[src/rtl/pc_fetch_unit.sv]
// pc_fetch_unit
//   Fetch-PC generator for the superscalar front end. Each cycle it presents
//   one aligned fetch group of FETCH_WIDTH instructions with a per-lane valid
//   mask. It walks sequentially through the groups, follows predicted-taken
//   branches from the fetch stage, and takes mispredict redirects from execute.
//   A programmable bubble follows each execute redirect, and the PC holds while
//   decode is stalled.
//
// Ports:
//   clk             rising-edge clock
//   reset           synchronous active-high reset
//   stall           decode cannot take the current group; hold the PC
//   redirect_valid  execute-stage redirect request
//   redirect_target redirect PC (low two bits are dropped; nonzero flags misalign_err)
//   pred_taken      predictor reports a taken branch in the current group
//   pred_lane       lane of the predicted-taken branch
//   pred_target     predicted branch target
//   fetch_pc        PC of the first valid instruction in the group
//   fetch_valid     current group is live
//   lane_mask       per-lane valid bits
//   seq_pc          base of the next sequential group
//   squash          one-cycle pulse after a redirect: flush younger front-end state
//   misalign_err    one-cycle pulse: the redirect target was not word aligned

module pc_fetch_unit #(
  parameter int XLEN = 32,
  parameter int FETCH_WIDTH = 2,
  parameter logic [XLEN-1:0] RESET_VECTOR = 32'h0000_1000,
  parameter int BUBBLE_CYCLES = 1,
  localparam int LW = (FETCH_WIDTH > 1) ? $clog2(FETCH_WIDTH) : 1
) (
  input  logic                   clk,
  input  logic                   reset,
  input  logic                   stall,
  input  logic                   redirect_valid,
  input  logic [XLEN-1:0]        redirect_target,
  input  logic                   pred_taken,
  input  logic [LW-1:0]          pred_lane,
  input  logic [XLEN-1:0]        pred_target,
  output logic [XLEN-1:0]        fetch_pc,
  output logic                   fetch_valid,
  output logic [FETCH_WIDTH-1:0] lane_mask,
  output logic [XLEN-1:0]        seq_pc,
  output logic                   squash,
  output logic                   misalign_err
);

  localparam int GB = FETCH_WIDTH * 4;
  localparam int OFFW = $clog2(GB);
  localparam logic [XLEN-1:0] GRP_BYTES = XLEN'(GB);
  localparam logic [XLEN-1:0] GRP_MASK = ~(XLEN'(GB - 1));

  typedef enum logic [1:0] {
    BOOT   = 2'd0,
    RUN    = 2'd1,
    BUBBLE = 2'd2
  } state_t;

  state_t          state, state_n;
  logic [XLEN-1:0] pc_reg, pc_n;
  logic [1:0]      bub_cnt, bub_n;
  logic            squash_n, misalign_n;
  logic [LW-1:0]   start_lane;
  logic            pred_eff;

  // The lane of the first instruction comes from the PC offset inside the
  // group; a single-wide group always starts in lane 0.
  generate
    if (FETCH_WIDTH == 1) begin : g_single
      assign start_lane = '0;
    end else begin : g_multi
      assign start_lane = pc_reg[OFFW-1:2];
    end
  endgenerate

  assign fetch_pc    = pc_reg;
  assign fetch_valid = (state == RUN);
  assign seq_pc      = (pc_reg & GRP_MASK) + GRP_BYTES;

  // A prediction pointing at a lane before the entry point cannot belong to
  // this group, so it is treated as not taken.
  assign pred_eff = fetch_valid & pred_taken & (pred_lane >= start_lane);

  // Lanes from the entry point up to (and including) a predicted-taken
  // branch hold valid instructions.
  always_comb begin
    lane_mask = '0;
    for (int i = 0; i < FETCH_WIDTH; i++) begin
      lane_mask[i] = fetch_valid & (LW'(i) >= start_lane) &
                     (!pred_eff | (LW'(i) <= pred_lane));
    end
  end

  // Next-PC selection. An execute redirect beats everything, including
  // stall and an in-progress bubble, which it restarts.
  always_comb begin
    state_n    = state;
    pc_n       = pc_reg;
    bub_n      = bub_cnt;
    squash_n   = 1'b0;
    misalign_n = 1'b0;
    if (redirect_valid) begin
      pc_n       = {redirect_target[XLEN-1:2], 2'b00};
      squash_n   = 1'b1;
      misalign_n = |redirect_target[1:0];
      if (BUBBLE_CYCLES == 0) begin
        state_n = RUN;
        bub_n   = '0;
      end else begin
        state_n = BUBBLE;
        bub_n   = 2'(BUBBLE_CYCLES);
      end
    end else begin
      case (state)
        BOOT: begin
          state_n = RUN;
        end
        BUBBLE: begin
          // The bubble drains even while decode is stalled.
          bub_n = bub_cnt - 2'd1;
          if (bub_cnt <= 2'd1) begin
            state_n = RUN;
            bub_n   = '0;
          end
        end
        RUN: begin
          if (stall) begin
            pc_n = pc_reg;
          end else if (pred_eff) begin
            pc_n = pred_target;
          end else begin
            pc_n = seq_pc;
          end
        end
        default: begin
          state_n = BOOT;
        end
      endcase
    end
  end

  // State, PC and the registered redirect pulses.
  always_ff @(posedge clk) begin
    if (reset) begin
      pc_reg       <= RESET_VECTOR;
      state        <= BOOT;
      bub_cnt      <= '0;
      squash       <= 1'b0;
      misalign_err <= 1'b0;
    end else begin
      pc_reg       <= pc_n;
      state        <= state_n;
      bub_cnt      <= bub_n;
      squash       <= squash_n;
      misalign_err <= misalign_n;
    end
  end

endmodule

[config.mk]
export PLATFORM = sky130hd
export DESIGN_NAME = pc_fetch_unit
export DESIGN_NICKNAME = d
export VERILOG_FILES = /design/src/rtl/pc_fetch_unit.sv
export SDC_FILE = /design/constraint.sdc
export NUM_CORES = 1
export LEC_CHECK = 0
export ABC_AREA = 1
export BUFFER_PORTS_ARGS = -buffer_cell sky130_fd_sc_hd__buf_2
export CAP_MARGIN = 40
export CORE_MARGIN = 2
export CORE_UTILIZATION = 43
export CTS_BUF_LIST = sky130_fd_sc_hd__clkbuf_4 sky130_fd_sc_hd__clkbuf_8
export CTS_CLUSTER_SIZE = 12
export DETAILED_ROUTE_END_ITERATION = 6
export MAX_ROUTING_LAYER = met4
export PLACE_DENSITY_LB_ADDON = 0.12
export SKIP_CTS_REPAIR_TIMING = 1
export SLEW_MARGIN = 20
export SYNTH_ARGS = -nofsm -noshare
export SYNTH_HDL_FRONTEND = slang
export SYNTH_SLANG_ARGS = --single-unit
[constraint.sdc]
create_clock -name clk -period 1.4 [get_ports clk]
set_input_delay 0.28 -clock clk [delete_from_list [all_inputs] [get_ports clk]]
set_output_delay 0.28 -clock clk [all_outputs]
set_load 0.02 [all_outputs]
Yosys cells after proc, flatten, opt, wreduce, memory -nomap -nowiden. Index checks and enable logic that the tools add are counted.

Output and inout bits: 69. Flip-flop bits (word level): 38. Memory bits (read-only): 0. Latch bits: 0. Bits in writable memories: 0. Input bits: 70. Memories kept: 0. Word-level logic and storage cells: 55.

Magnitude comparators: 6. Add/sub/neg operators: 2. Equal/unequal tests: 6. $mul: 0. Divide/modulo/power cells: 0. Reduce and logical (&&, ||, !) cells: 11. Shifts and indexed selects: 0. Bitwise gates (word level): 11. Muxes and demuxes: 11.

Operator list (count): 32-bit two-way mux (4); 32-bit by 4-bit adder with 32-bit output (second input constant) (1); 2-bit AND reduction (4); 1-bit bitwise AND (6); 2-bit two-way mux (3); 2-bit one-hot mux with 3 select lines (1); 2-bit OR reduction (3); 2-bit != test (second input constant) (2); 2-bit nonzero test (2); 1-bit two-way mux (3); 3-bit != test (second input constant) (1); 1-bit inverter (3); 2-bit by 1-bit == test with 1-bit output (second input constant) (1); 2-bit == test (second input constant) (1); 1-bit greater-or-equal comparator (first input constant) (2); 1-bit <= comparator (first input constant) (2); 2-bit by 1-bit <= comparator with 1-bit output (second input constant) (1); 2-bit logical NOT (1); 2-bit by 1-bit != test with 1-bit output (second input constant) (1); 1-bit bitwise OR (2); 2-bit by 1-bit subtractor with 2-bit output (second input constant) (1); 1-bit greater-or-equal comparator (1); 1-bit logical NOT (1).

Logic depth before layout (Yosys ltp). Gate-level depths: netlist of the first run.

Depth after elaboration: 7. Gate-level depth with buffers: 10. Gate-level depth less buffers: 10.

Worst setup path after synthesis of the first run. No wires, ideal clock.

Path kind: flip-flop to output port. Start point: register pc_reg[4], in the netlist fetch_pc[4]. End point: output seq_pc[19]. Setup slack: -0.359 ns. Path buffers: 0. Data arrival time: 1.479 ns. Cell stages (with the launch flop): 7. Data required time: 1.120 ns. Cells stage by stage: dfxtp_1 -> ha_1 -> nand3_2 -> inv_1 -> nand2_2 -> o21ai_0 -> and2_1.

Longest elaborated chain between the ends: 1.

RTL lines: start, declared (line 60) `logic [XLEN-1:0] pc_reg, pc_n;`; start signal, assigned (line 151) `pc_reg <= pc_n;`; 32-bit by 4-bit adder with 32-bit output (line 78) `assign seq_pc = (pc_reg & GRP_MASK) + GRP_BYTES;`; end, declared (line 43) `output logic [XLEN-1:0] seq_pc,`.

No other way between the ends.

Worst setup path after layout of the first run.
Start point: register pc_reg[5], in the netlist fetch_pc[5]. End point: output seq_pc[16].

Same word-level chain as after synthesis.

==> impl_metrics.json, run 1 <==
{
  "outcome": "complete, but fails checks",
  "violations": "setup timing",
  "cp-startpoint": "fetch_pc[5]$_SDFFE_PP0P_",
  "detail-route-antenna-nets": 0,
  "fp.dieArea_sq_mm": 0.00701,
  "postLayoutSetupSlackWorst_ns": -0.543,
  "post-route-period-util": 1.39,
  "drive_above_1_share": 0.554,
  "ys_warn_count": 0,
  "die_x_um": 83.7,
  "peakVddDrop_uv": 663,
  "clk_pin_slew_ns": 0.09,
  "cts_made_buffers": 5,
  "io_pins": 139,
  "synth_seq_cells": 38,
  "p_total_w": 0.00320,
  "root_buffer": "clkbuf_8",
  "grt_overflow_total": 0,
  "ff2ff_path_depth": 9,
  "synthDistinctLibCells": 30,
  "wirelength_um": 11100,
  "hold_class": "in -> reg",
  "regArea_sq_um": 821,
  "antenna_cells": 0,
  "arrival_ns": 1.66,
  "ys_seq_area_frac": 0.278,
  "worstPathCellList": "nand2_1 > nor2_2 > nand2_2 > nor2_4 > nand3_2 > and2_2 > buf_4",
  "crit_buf_inv": 1,
  "fmax_ghz": 0.515,
  "worstReg2RegStart": "state[1]$_SDFFE_PP0P_",
  "yosys.area_share.simple": 0.383,
  "num-fill-cells": 447,
  "hp-start": "redirect_target[0]",
  "cts_tree": "done",
  "nNetsFinal": 735,
  "synth_adder_area_share": 0.00916,
  "num_rows": 29,
  "final_common_cell": "nand2_1",
  "synth_compound_area_frac": 0.192,
  "postSynthCellCount": 455,
  "r2r_end": "fetch_pc[11]$_SDFFE_PP0P_",
  "layout_common_cells": "115 x nand2_1, 113 x buf_2, 74 x buf_4",
  "synth_xor_xnor_area_share": 0.0348,
  "core_sq_mm": 0.00624,
  "clockBufferDepth": 2,
  "synthArstFlopShare": 0,
  "groute.usage.overall": 0.280,
  "critPathTopFamily": "simple AND/OR/NAND/NOR gates",
  "drc": 0,
  "r2r_setup_slack_ns": -0.17,
  "end_kind": "output pin",
  "clock_latency_ns": 0.30,
  "leakage_nw": 2.29,
  "grt_max_degree": 25,
  "netlist_area_sq_mm": 0.00273,
  "slew_viol_final": 0,
  "syn2layout_area_growth_pct": 81.2,
  "synth_area_leader_cell": "dfxtp_1",
  "post_synth.cell_area_avg_sq_um": 6.01,
  "io_buffers": 135,
  "synth_ff_type": "dfxtp_1",
  "grt_pass1_wl_um": 15600,
  "fin_util": 0.793,
  "cp_max_fo": 5,
  "detail_route.wl_per_cell_um": 15.0,
  "p_per_area_mw_per_mm2": 647,
  "vias": 3876,
  "die_y_um": 83.7,
  "slowest_stage": "dfxtp_4",
  "synth_edf_count": 0,
  "start_kind": "flip-flop",
  "dr.pass1.iters": 5,
  "htree_levels": 2,
  "setup_violations": 58,
  "synth_mux_area_frac": 0,
  "slowest_delay_ns": 0.40,
  "drt_iter0_drc": 248,
  "cts_sinks": 38,
  "period_minus_slack_ns": 1.94,
  "synth_top_family_by_area": "simple AND/OR/NAND/NOR gates",
  "start_util": 0.438,
  "drv_cap": 0,
  "holdPathEnd": "misalign_err$_SDFF_PP0_",
  "place_area_sq_mm": 0.00411,
  "dpl.hpwl_um": 7690,
  "dpl_worst_slack_ns": -0.255,
  "min_path_cells": 2,
  "multi_input_area_sq_mm": 0.00220,
  "antenna_found_initial": 0,
  "required_ns": 1.12,
  "synthTopCellsByArea": "dfxtp_1 28%, nand2_1 19%, a21oi_1 10%, nor2_1 6.6%, inv_1 6.5%",
  "gp_congestion": 0.946,
  "hold_viol_final": 0,
  "grt_pass1_vias": 3441,
  "rsz0062_at_grt": "yes",
  "vias_per_cell": 5.23,
  "synth_top_area_frac": 0.278,
  "final_area_sq_mm": 0.00495,
  "fin_skew_ns": 0.0116,
  "path_class": "reg -> out"
}
metal layers:
| metal | global-route usage | wire (um) | vias up |
|---|---|---|---|
| met5 | - | 0 | - |
| met4 | 0.0660 | 220 | 0 |
| met3 | 0.0445 | 806 | 29 |
| met2 | 0.471 | 5520 | 187 |
| met1 | 0.354 | 4550 | 1800 |
| li1 | - | - | 1860 |
final cells by class:
cell class | count | area share
Sequential cell | 38 | 0.166
Clock inverter | 3 | 0.00910
Inverter | 49 | 0.0397
Clock buffer | 5 | 0.0139
Multi-Input combinational cell | 353 | 0.444
Tap cell | 77 | 0.0195
Timing Repair Buffer | 216 | 0.309
cell usage after synthesis (3+ instances only):
| master | instances |
|---|---|
| nand2_2 | 6 |
| nand4_1 | 3 |
| nand2_1 | 140 |
| buf_2 | 3 |
| xor2_1 | 7 |
| clkbuf_1 | 7 |
| nor2_4 | 6 |
| and2_1 | 5 |
| nor2_1 | 48 |
| a21oi_1 | 57 |
| buf_4 | 7 |
| nand3_1 | 22 |
| nor2_2 | 7 |
| a22o_1 | 5 |
| inv_1 | 47 |
| dfxtp_1 | 38 |
| o21ai_0 | 30 |
logic make-up (layout without fill, tap and decap cells):
logic type / after synthesis / count (layout)
buffers and inverters: 66 / 273
DFF: 38 / 38
other: 1 / 3
xor gates and xnor gates: 10 / 10
AOI/OAI and AO/OA: 98 / 98
adders and majority gates: 2 / 2
and+or+nand+nor: 240 / 240
worst max path at each step:
stage                     slack, ns  cells past startpoint          to
after floorplan               -0.11                      6  seq_pc[25]
after global placement        -0.24                      9  seq_pc[23]
after detailed placement      -0.26                      8  seq_pc[23]
after CTS                     -0.59                      9  seq_pc[23]
after global routing          -0.63                      8  seq_pc[10]
final                         -0.54                      7  seq_pc[16]
through the flow:
| step | hold WS, ns | TNS, ns | std cells |
|---|---|---|---|
| after floorplan | 0.387 | -0.918 | 457 |
| after global placement | 0.452 | -3.41 | 714 |
| after detailed placement | 0.460 | -3.94 | 714 |
| after CTS | 0.162 | -13.70 | 722 |
| after global routing | 0.166 | -19.46 | 741 |
| final | 0.166 | -15.81 | 741 |
flip-flops by register name (all words and copies together) (netlist names):
| name | count |
|---|---|
| bub_cnt | 2 |
| fetch_pc | 32 |
| misalign_err | 1 |
| squash | 1 |
| state | 2 |
where the power goes:
group          switching, W  total (W)  internal (W)
clock              0.000454   0.000985      0.000531
sequential        0.0000706    0.00121       0.00114
combinational      0.000560    0.00101      0.000448
total               0.00108    0.00320       0.00212
(Power assumes the default switching activity.)
==> run 2: changes to the inputs <==
--- a/config.mk
+++ b/config.mk
@@ -5,11 +5,10 @@
 export SDC_FILE = /design/constraint.sdc
 export NUM_CORES = 1
 export LEC_CHECK = 0
-export ABC_AREA = 1
 export BUFFER_PORTS_ARGS = -buffer_cell sky130_fd_sc_hd__buf_2
 export CAP_MARGIN = 40
 export CORE_MARGIN = 2
-export CORE_UTILIZATION = 43
+export CORE_UTILIZATION = 42
 export CTS_BUF_LIST = sky130_fd_sc_hd__clkbuf_4 sky130_fd_sc_hd__clkbuf_8
 export CTS_CLUSTER_SIZE = 12
 export DETAILED_ROUTE_END_ITERATION = 6
==> run 2 against run 1 <==
- area after synthesis fell by 5.4%
- clock skew rose by 0.00077 ns
- critical endpoint is now seq_pc[17]
- the run still ends with setup timing left
- sequential power barely moved
==> impl_metrics.json, run 2 <==
{
  "fin_hold_ws_ns": 0.227,
  "yosysMostFrequentCell": "dfxtp_1",
  "setup_violations": 57,
  "start_util": 0.436,
  "post-route-period-util": 1.58,
  "dr.pass1.iters": 5,
  "place_area_sq_mm": 0.00424,
  "grt_overflow_total": 0,
  "postLayoutSetupSlackWorst_ns": -0.814,
  "cts_sinks": 38,
  "drc": 0,
  "synthTopCellsByArea": "dfxtp_1 29%, a221oi_1 7.5%, a41o_1 6.2%, o21bai_1 6.1%, nor2_1 5.1%",
  "period_minus_slack_ns": 2.21,
  "num-fill-cells": 290,
  "clock_latency_ns": 0.30,
  "grt_max_degree": 19,
  "hold_class": "in -> reg",
  "layout_common_cells": "110 x buf_2, 106 x buf_4, 36 x buf_6",
  "synth_area_leader_cell": "dfxtp_1",
  "synth_ff_type": "dfxtp_1",
  "htree_levels": 2,
  "postSynthCellCount": 310,
  "fmax_ghz": 0.452,
  "io_pins": 139,
  "io_buffers": 135,
  "synthDistinctLibCells": 46,
  "cts_tree": "done",
  "grt_pass1_wl_um": 14800,
  "vias_per_cell": 5.79,
  "ys_warn_count": 0,
  "detail-route-antenna-nets": 0,
  "leakage_nw": 2.59,
  "synthTopCellsByCount": "38 x dfxtp_1, 35 x nor2_1, 22 x a221oi_1",
  "gp_congestion": 0.860,
  "cts_made_buffers": 5,
  "antenna_found_initial": 0,
  "required_ns": 1.12,
  "synth_top_area_frac": 0.294,
  "post_synth.cell_area_avg_sq_um": 8.33,
  "syn2layout_area_growth_pct": 96.1,
  "synth_edf_count": 0,
  "hold_viol_final": 0,
  "slew_viol_final": 0,
  "root_buffer": "clkbuf_8",
  "groute.usage.overall": 0.291,
  "cp_max_fo": 4,
  "die_x_um": 82.4,
  "fin_util": 0.856,
  "wirelength_um": 12000,
  "synthArstFlopShare": 0,
  "fp.dieArea_sq_mm": 0.00679,
  "clk_pin_slew_ns": 0.09,
  "largest_reg_flops": 32,
  "arrival_ns": 1.93,
  "end_kind": "output pin",
  "peakVddDrop_uv": 523,
  "netlist_area_sq_mm": 0.00258,
  "clockBufferDepth": 2,
  "synth_seq_cells": 38,
  "core_sq_mm": 0.00592,
  "rsz0062_at_grt": "yes",
  "antenna_cells": 0,
  "drv_cap": 0,
  "final_area_sq_mm": 0.00507,
  "violations": "setup timing",
  "drt_iter0_drc": 233,
  "nNetsFinal": 618,
  "r2r_setup_slack_ns": -0.38,
  "vias": 3604,
  "start_kind": "flip-flop",
  "num_rows": 28,
  "dpl.hpwl_um": 7470,
  "path_class": "reg -> out",
  "final_common_cell": "buf_2",
  "die_y_um": 82.4,
  "outcome": "complete, but fails checks",
  "detail_route.wl_per_cell_um": 19.3,
  "fin_skew_ns": 0.0123,
  "ys_seq_area_frac": 0.294,
  "drive_above_1_share": 0.673,
  "grt_pass1_vias": 3100,
  "p_per_area_mw_per_mm2": 660
}
==> run 2: changes by cell type after synthesis, sizes merged, moves of 6 or more <==
cell | previous run | this run
nor3 | 0 | 9
a221oi | 0 | 22
nand2 | 147 | 21
a41o | 0 | 16
xnor2 | 2 | 16
a21oi | 57 | 11
o21bai | 0 | 21
nand2b | 0 | 7
clkbuf | 7 | 18
nor2 | 61 | 35
nand4 | 3 | 9
inv | 48 | 7
o21ai | 31 | 10
nand3 | 24 | 11
==> run 2: worst paths after layout <==
| kind | end | startpoint | depth (start not counted) |
|---|---|---|---|
| worst max-delay path | seq_pc[17] | fetch_pc[3]$_SDFFE_PP0P_ | 6 |
| worst min-delay path | misalign_err$_SDFF_PP0_ | redirect_target[0] | 2 |
| worst min register to register | bub_cnt[1]$_SDFFE_PP0P_ | bub_cnt[0]$_SDFFE_PP0P_ | 2 |
| worst max register to register | fetch_pc[17]$_SDFFE_PP0P_ | fetch_pc[3]$_SDFFE_PP0P_ | 6 |
==> run 2: layout make-up <==
type / count / area, sq um / share of cell area
clock inverters: 1 / 5.00 / 0.000988
clock buffers: 7 / 90.1 / 0.0178
repair buffers: 255 / 1810 / 0.358
well taps: 75 / 93.8 / 0.0185
multi-input cells: 239 / 2200 / 0.435
flip-flops and latches: 38 / 833 / 0.164
inverters: 7 / 28.8 / 0.00568
==> run 2: metal layers <==
| metal | GRT usage | vias up | wire length, um |
|---|---|---|---|
| li1 | - | 1622 | - |
| met1 | 0.358 | 1727 | 4700 |
| met2 | 0.487 | 217 | 6010 |
| met3 | 0.0598 | 38 | 1010 |
| met4 | 0.0733 | 0 | 316 |
| met5 | - | - | 0 |
==> run 2: cell families after synthesis <==
family          after synthesis  synth area share
simple gates                110             0.229
flops                        38             0.294
mux                           1           0.00436
other cells                   1           0.00145
xor+xnor                     27             0.112
fa+ha+maj                     2           0.00968
buf+inv                      35            0.0596
compound gates               96             0.290
==> run 2: power breakdown <==
| part | internal, W | leakage, nW | switching, W |
|---|---|---|---|
| logic | 0.000615 | 2.21 | 0.000679 |
| clock network | 0.000417 | 0.0517 | 0.000411 |
| registers | 0.00115 | 0.327 | 0.0000711 |
==> run 2: stage by stage <==
step / setup TNS [ns] / power [W] / std cells / setup WS, ns
finish: -24.44 / 0.00334 / 622 / -0.814
global route: -28.02 / 0.00349 / 622 / -0.895
CTS: -22.25 / 0.00315 / 597 / -0.783
detailed placement: -13.60 / 0.00233 / 589 / -0.456
global placement: -12.19 / 0.00232 / 589 / -0.419
floorplan: -11.90 / 0.00183 / 312 / -0.401
==> run 2: worst max-delay path, stage by stage, from the launching register on <==
cell	delay [ns]
dfxtp_4	0.40
ha_4	0.15
nand3_4	0.09
or2_1	0.28
or3_4	0.41
xnor2_4	0.17
buf_6	0.14
==> run 3: changes to the inputs <==
--- a/config.mk
+++ b/config.mk
@@ -13,7 +13,7 @@
 export CTS_CLUSTER_SIZE = 12
 export DETAILED_ROUTE_END_ITERATION = 6
 export MAX_ROUTING_LAYER = met4
-export PLACE_DENSITY_LB_ADDON = 0.12
+export PLACE_DENSITY_LB_ADDON = 0.15
 export SKIP_CTS_REPAIR_TIMING = 1
 export SLEW_MARGIN = 20
 export SYNTH_ARGS = -nofsm -noshare
==> run 3 against run 2 <==
- the run still ends with setup timing left
- clock-buffer cell count shrank 2
- sequential cell count is the same
- non-clock buffer count fell by 8
- via count increased by 3.9%
- power is 4.9% higher
- clock power increased by 19%
- critical endpoint is now seq_pc[15]
- setup slack worse by 0.087 ns
- critical path depth grew 1
- sequential share of layout area grew 0.098 points
- sequential power barely moved
==> impl_metrics.json, run 3 (synthesized netlist as in run 2, its figures left out) <==
{
  "place_inst": 580,
  "largest_reg_flops": 32,
  "drc": 0,
  "detail-route-antenna-nets": 0,
  "root_buffer": "clkbuf_8",
  "gp_congestion": 0.868,
  "layout_common_cells": "111 x buf_2, 102 x buf_4, 30 x buf_6",
  "drive_above_1_share": 0.681,
  "die_x_um": 82.4,
  "violations": "setup timing",
  "p_per_area_mw_per_mm2": 696,
  "tns_ns": -26.57,
  "post-route-period-util": 1.64,
  "cts_tree": "done",
  "drv_cap": 0,
  "setup_violations": 59,
  "period_minus_slack_ns": 2.30,
  "use_met3": 0.0522,
  "num-fill-cells": 300,
  "hold_viol_final": 0,
  "grt_most_used_layer": "met2",
  "internal_power_w": 0.00228,
  "required_ns": 1.12,
  "place_area_sq_mm": 0.00419,
  "antenna_cells": 0,
  "p_total_w": 0.00351,
  "slowest_stage": "dfxtp_4",
  "final_area_sq_mm": 0.00504,
  "clockBufferDepth": 2,
  "start_kind": "flip-flop",
  "groute.usage.overall": 0.288,
  "seqPwrFrac": 0.350,
  "regArea_sq_um": 835,
  "use_met1": 0.349,
  "crit_buf_inv": 3,
  "detail_route.wl_per_cell_um": 21.0,
  "cts_made_buffers": 5,
  "cp_max_fo": 4,
  "num_rows": 28,
  "core_sq_mm": 0.00592,
  "grt_pass1_wl_um": 14600,
  "grtUsageMet2": 0.500,
  "dpl_worst_slack_ns": -0.464,
  "combPwrFrac": 0.371,
  "fin_cells": 614,
  "crit_top_cell": "buf_4",
  "start_util": 0.436,
  "dpl.hpwl_um": 7320,
  "syn2layout_area_growth_pct": 95.3,
  "fin_skew_ns": 0.00917,
  "path_class": "reg -> out",
  "dr.pass1.iters": 5,
  "slew_viol_final": 0,
  "nNetsFinal": 610,
  "grt_overflow_total": 0,
  "critPathTopFamily": "buffers and inverters",
  "hold_class": "in -> reg",
  "fmax_ghz": 0.435,
  "arrival_ns": 2.02,
  "clock_latency_ns": 0.31,
  "clockPowerShare": 0.280,
  "io_buffers": 135,
  "multi_input_area_sq_mm": 0.00223,
  "drt_iter0_drc": 223,
  "clk_pin_slew_ns": 0.09,
  "antenna_found_initial": 0,
  "io_pins": 139,
  "rsz0062_at_grt": "yes",
  "vias": 3745,
  "grt_max_degree": 29,
  "slowest_delay_ns": 0.40,
  "die_y_um": 82.4,
  "grt_pass1_vias": 3037,
  "p_sw_w": 0.00123,
  "htree_levels": 2,
  "cts_sinks": 38,
  "wirelength_um": 12900,
  "fp.dieArea_sq_mm": 0.00679,
  "final_common_cell": "buf_2",
  "outcome": "complete, but fails checks",
  "leakage_nw": 2.55,
  "end_kind": "output pin",
  "worstPathCellList": "ha_4 > nand4_1 > buf_4 > nor3_1 > buf_4 > xor2_2 > buf_2",
  "vias_per_cell": 6.10,
  "power_switching_share": 0.350,
  "peakVddDrop_uv": 546,
  "postLayoutSetupSlackWorst_ns": -0.901
}
[run 3: cell types whose count changed in the layout (fill, tap and decap cells not counted), moves of 2 or more]
| cell | delta |
|---|---|
| a221oi_1 | -6 |
| a221oi_2 | +6 |
| and3_1 | +2 |
| and3_4 | -2 |
| buf_4 | -4 |
| buf_6 | -6 |
| nand2_1 | -2 |
| nor2b_1 | +2 |
| nor3_4 | -2 |
| xnor2_2 | -2 |
| xnor2_4 | +2 |
[run 3: layout make-up]
type | count | share of cell area
Multi-Input combinational cell | 239 | 0.442
Timing Repair Buffer | 247 | 0.347
Sequential cell | 38 | 0.165
Tap cell | 75 | 0.0186
Clock buffer | 5 | 0.0136
Clock inverter | 3 | 0.00794
Inverter | 7 | 0.00570
[run 3: worst paths after layout]
| check | startpoint | slack (ns) | endpoint | depth (start not counted) |
|---|---|---|---|---|
| worst max-delay path | fetch_pc[3]$_SDFFE_PP0P_ | -0.90 | seq_pc[15] | 7 |
| worst max register to register | fetch_pc[3]$_SDFFE_PP0P_ | -0.42 | fetch_pc[15]$_SDFFE_PP0P_ | 9 |
| worst min register to register | bub_cnt[0]$_SDFFE_PP0P_ | 0.48 | bub_cnt[1]$_SDFFE_PP0P_ | 2 |
| worst min-delay path | redirect_target[0] | 0.20 | misalign_err$_SDFF_PP0_ | 2 |
[run 3: stage by stage]
| stage | hold slack (ns) | utilization |
|---|---|---|
| after global routing | 0.202 | 0.852 |
| final | 0.198 | 0.852 |
| after global placement | 0.444 | 0.708 |
| after CTS | 0.175 | 0.726 |
| after detailed placement | 0.464 | 0.708 |
| after floorplan | 0.390 | - |
[run 3: power by group through the flow]
stage                     Sequential (W)  Combinational [W]  Clock [W]
after floorplan                  0.00137           0.000467          0
after global placement           0.00123            0.00106          0
after detailed placement         0.00124            0.00108          0
after CTS                        0.00121            0.00108   0.000962
after global routing             0.00123            0.00136    0.00103
final                            0.00123            0.00130   0.000982
[run 3: routing by layer]
| metal | vias up | routed length (um) |
|---|---|---|
| li1 | 1605 | - |
| met1 | 1799 | 4820 |
| met2 | 263 | 6290 |
| met3 | 78 | 1150 |
| met4 | 0 | 646 |
| met5 | - | 0 |
